--- src/rtl/delay_counter.sv ---
// delay_counter: start-gated one-shot microsecond delay timer.
// While start is held high the block counts CLK cycles through a two-stage
// counter (cycles-per-microsecond prescaler, then elapsed microseconds) and
// raises out once CLOCK_SPEED_MHZ * US_DELAY cycles have elapsed. Dropping
// start for a single cycle clears everything for the next use. A zero-length
// delay is clamped to one cycle.
module delay_counter #(
  parameter int CLOCK_SPEED_MHZ = 12,
  parameter int US_DELAY        = 2
) (
  input  logic CLK,
  input  logic RESET,
  input  logic start,
  output logic out
);

  // Reject parameter values the counter cannot represent.
  if (CLOCK_SPEED_MHZ < 1 || US_DELAY < 0) begin : g_bad_param
    $error("delay_counter: CLOCK_SPEED_MHZ must be >= 1 and US_DELAY >= 0");
  end

  // Counter widths, each at least one bit so a zero-width vector never appears.
  localparam int TICK_W_RAW = $clog2(CLOCK_SPEED_MHZ + 1);
  localparam int CNT_W_RAW  = $clog2(US_DELAY + 1);
  localparam int TICK_W     = (TICK_W_RAW < 1) ? 1 : TICK_W_RAW;
  localparam int CNT_W      = (CNT_W_RAW  < 1) ? 1 : CNT_W_RAW;

  // A zero-microsecond request still takes one cycle.
  localparam bit CLAMPED = (US_DELAY == 0);

  // Last prescaler value before it wraps back to zero.
  localparam logic [TICK_W-1:0] TICK_LAST = TICK_W'(CLOCK_SPEED_MHZ - 1);
  // Ceiling for the microsecond counter; it never advances past this.
  localparam logic [CNT_W-1:0]  CNT_LAST  = CNT_W'(US_DELAY);
  // Microsecond count during the final microsecond of the delay.
  localparam logic [CNT_W-1:0]  CNT_PRE   = CNT_W'(CLAMPED ? 0 : US_DELAY - 1);

  typedef enum logic [1:0] {
    S_IDLE,
    S_COUNT,
    S_DONE
  } state_t;

  state_t            state;
  state_t            state_nxt;
  logic [TICK_W-1:0] us_tick;
  logic [TICK_W-1:0] us_tick_nxt;
  logic [TICK_W-1:0] us_tick_adv;
  logic [CNT_W-1:0]  us_cnt;
  logic [CNT_W-1:0]  us_cnt_nxt;
  logic [CNT_W-1:0]  us_cnt_adv;
  logic              tick_wrap;
  logic              elapse_done;
  logic              out_nxt;

  // Counter advance: prescaler wraps each microsecond, us_cnt saturates.
  always_comb begin
    tick_wrap   = (us_tick == TICK_LAST);
    us_tick_adv = tick_wrap ? '0 : us_tick + TICK_W'(1);
    us_cnt_adv  = (tick_wrap && us_cnt != CNT_LAST) ? us_cnt + CNT_W'(1) : us_cnt;
    // The advance being applied on this edge is the one that completes cycle N.
    elapse_done = CLAMPED || (tick_wrap && us_cnt == CNT_PRE);
  end

  // Next-state and next-counter selection.
  always_comb begin
    // NOTE: every output of this block gets a default first, so no path can
    // leave a signal unassigned and infer a latch.
    state_nxt   = state;
    us_tick_nxt = us_tick;
    us_cnt_nxt  = us_cnt;

    if (!start) begin
      state_nxt   = S_IDLE;
      us_tick_nxt = '0;
      us_cnt_nxt  = '0;
    end else begin
      unique case (state)
        // From IDLE the counters are zero, so the first advance is cycle 1.
        S_IDLE, S_COUNT: begin
          us_tick_nxt = us_tick_adv;
          us_cnt_nxt  = us_cnt_adv;
          state_nxt   = elapse_done ? S_DONE : S_COUNT;
        end
        // Saturate: hold counters and flag until start drops.
        S_DONE: begin
          state_nxt = S_DONE;
        end
        default: begin
          state_nxt   = S_IDLE;
          us_tick_nxt = '0;
          us_cnt_nxt  = '0;
        end
      endcase
    end

    out_nxt = (state_nxt == S_DONE);
  end

  // State, counters and the registered done flag; RESET overrides start.
  always_ff @(posedge CLK) begin
    // NOTE: non-blocking assignments here so every flop samples the values
    // from before this edge, independent of statement order.
    if (RESET) begin
      state   <= S_IDLE;
      us_tick <= '0;
      us_cnt  <= '0;
      out     <= 1'b0;
    end else begin
      state   <= state_nxt;
      us_tick <= us_tick_nxt;
      us_cnt  <= us_cnt_nxt;
      out     <= out_nxt;
    end
  end

endmodule

--- config.mk ---
export PLATFORM = sky130hd
export DESIGN_NAME = delay_counter
export DESIGN_NICKNAME = d
export VERILOG_FILES = /design/src/rtl/delay_counter.sv
export SDC_FILE = /design/constraint.sdc
export NUM_CORES = 1
export LEC_CHECK = 0
export ABC_AREA = 1
export BUFFER_PORTS_ARGS = -buffer_cell sky130_fd_sc_hd__buf_2
export CAP_MARGIN = 20
export CORE_AREA = 2 2 39 41
export DETAILED_ROUTE_END_ITERATION = 8
export DIE_AREA = 0 0 41 43
export GPL_TIMING_DRIVEN = 0
export PLACE_DENSITY = 0.48
export SYNTH_ARGS = -nofsm -noshare
export SYNTH_HDL_FRONTEND = slang
export SYNTH_SLANG_ARGS = --single-unit
--- constraint.sdc ---
create_clock -name CLK -period 1.6 [get_ports CLK]
set_input_delay 0.24 -clock CLK [delete_from_list [all_inputs] [get_ports CLK]]
set_output_delay 0.24 -clock CLK [all_outputs]
set_load 0.05 [all_outputs]
==> metrics.cfg <==
[outcome]
status = finished, final reports clean

[layout]
multi_input_area_sq_um = 224
drive_gt1_frac = 0.206
final_cell_mix = nand2_1, dfxtp_1, inv_1, nor2_1, a21oi_1
nNetsFinal = 70
area_delta_synth_final_pct = 14.2
nFillCells = 151
layout.cells.most_common = nand2_1
final_core_utilization = 0.355
area.sequential_sq_um = 180
insertedDiodeCount = 0

[setup_path]
crit_path_end_kind = register
cp.arrival_ns = 1.36
required_ns = 1.75
cp_num_buf_inv = 0
timing.critical_path.cells = ha_1 > nand2_2 > nor2_4 > nand2_2 > a21oi_1 > nor2_1
cpMostUsedCell = nand2_2
crit_type = reg2reg
crit_family = flip-flops
slowest_stage = dfxtp_1
worst_path_largest_cell_delay_ns = 0.40
crit_fanout = 5
startpoint_type = register

[yosys]
synthesis.nets = 62
synth_simple_gate_area_share = 0.334
synth_adder_area_share = 0.0872
syn-mean-instance-area_sq_um = 7.69
postSynthRegisterBits = 9
synth_top_area_cells = dfxtp_1, nand2_1, ha_1, inv_1, nor2_1
synth_cell_type_count = 17
netlist_instances = 56
yosys.area.top_type_share = 0.419
area_fraction_in_compound_gates_after_synthesis = 0.0785
yosys_warnings = 0
synthDominantAreaCellType = dfxtp_1
synth-seq-area-share = 0.419
combinational_family_with_the_most_area_after_synthesis = simple AND/OR/NAND/NOR gates
syn-cell-area_sq_um = 430
synth.mux.area_fraction = 0
synth_xor_area_frac = 0.0203

[placement]
io_buffers = 3
detailedPlacementHpwl_um = 555
pre_cts_slack_ns = 0.403
gpl.final_weighted_congestion = 0.639

[sta]
rsz0062_at_grt = false
timing.max_slew.rel_slack = 0.816
final_setup_violations = 0
report.final.slew_viol_count = 0
hold_viol = 0
final_min_period_over_clock_period = 0.754
timing.setup.tns_ns = 0
final.setup.worst_slack_ns = 0.393
timing_worst_slew_pin_value_ns = 0.275
clk_skew_ns = 0.00410
achievable-frequency_mhz = 829
fin_crit_ns = 1.21

[min_path]
hold_class = in2reg

[clock_tree]
cts_root_buf = clkbuf_4
path_clk_slew_ns = 0.06
cts_hold_buffers = 0
postCtsSetupRepairBufs = 0
clock_insertion_delay_worst_skew_ns = 0.26
ctsLongestPathBuffers = 2
tritoncts = built
ctsHtreeMaxLevel = 1
post_cts_resized = 0
cts_buffers = 3
cts_num_sinks = 9

[detailed_routing]
vias_per_cell = 4.48
via_count = 354
postRouteWirelength_um = 773
route.detailed.drc = 0
number_of_iterations_in_the_first_detailed_routing_pass = 3
detail_route.wl_per_cell_um = 9.78
ant_nets = 0
dr.first_iter.drc_count = 6

[floorplanning]
design.die.area_sq_um = 1760
die_w_um = 41
die_outline_height_um = 43
core-area_sq_um = 1380
start_util = 0.311
fp-row-count = 14
pin_count = 4

[global_route]
grt_antenna_before_repair = 0
grt_use_total = 0.125
overflow = 0
grt_first_pass_wirelength_mm = 1.41
grt_start_max_net_pins = 6
grt_pass1_vias = 335

[pwr]
power.density_nw_per_um2 = 851
irDropWorstVdd_v = 0.000418
power.leakage_uw = 0.000215

[job]
maxCapViolCount = 0

[Yosys cell counts, drive strengths merged]
library cell / number
o21ai: 1
xor2: 1
nand2: 15
nand4: 1
dfxtp: 9
a21oi: 5
ha: 3
and3: 2
nand3: 2
inv: 7
nand3b: 1
nor2: 9
[path summary, 6_finish.rpt]
| path | cells after the start | start | slack [ns] | to |
|---|---|---|---|---|
| worst min-delay path | 4 | RESET | 0.28 | us_cnt[0]$_SDFFE_PP0P_ |
| worst min register to register | 2 | us_tick[1]$_SDFFE_PP0N_ | 0.51 | us_tick[1]$_SDFFE_PP0N_ |
| worst max-delay path | 6 | us_tick[0]$_SDFFE_PP0N_ | 0.39 | us_cnt[0]$_SDFFE_PP0P_ |
| worst max register to register | 6 | us_tick[0]$_SDFFE_PP0N_ | 0.39 | us_cnt[0]$_SDFFE_PP0P_ |
[flip-flops by register name, indices dropped and copies added (netlist names)]
| name | flops |
|---|---|
| out | 1 |
| state | 2 |
| us_cnt | 2 |
| us_tick | 4 |
[final cells by class]
type	count	area share
Inverter	7	0.0534
Clock buffer	4	0.0534
Tap cell	16	0.0407
Timing Repair Buffer	3	0.0305
Multi-Input combinational cell	40	0.455
Sequential cell	9	0.366
[routing by layer]
metal / GRT usage / vias to the layer above / routed length (um)
met1: 0.155 / 158 / 404
li1: - / 189 / -
met3: 0.0785 / 0 / 36
met4: 0.0600 / 0 / 0
met2: 0.163 / 7 / 331
met5: 0 / - / 0
[kinds of logic after synthesis]
kind of cell | Yosys count
and+or+nand+nor | 30
AOI/OAI and AO/OA | 6
adders and majority gates | 3
xor gates and xnor gates | 1
DFF | 9
buffers and inverters | 7
[where the power goes]
group / internal (uW) / switching (uW) / leakage [uW]
clock: 96.0 / 77.6 / 0.0000150
combinational: 5.28 / 7.50 / 0.000127
sequential: 228 / 3.91 / 0.0000731
total: 329 / 89.0 / 0.000215
[metrics by stage]
step	cell area, sq um	std cells	hold slack [ns]	power [uW]
after floorplan	430	56	0.429	244
after global placement	465	75	0.491	250
after detailed placement	465	75	0.498	250
after CTS	492	79	0.285	430
after global routing	492	79	0.317	446
final	492	79	0.284	418
[worst register-to-register path: cells and delay by family, from the launching register on]
| kind | cells | cell delay, ns |
|---|---|---|
| compound gates | 1 | 0.12 |
| fa+ha+maj | 1 | 0.23 |
| flops | 1 | 0.40 |
| simple gates | 4 | 0.35 |
No activity file was read; power rests on OpenSTA's default activity.
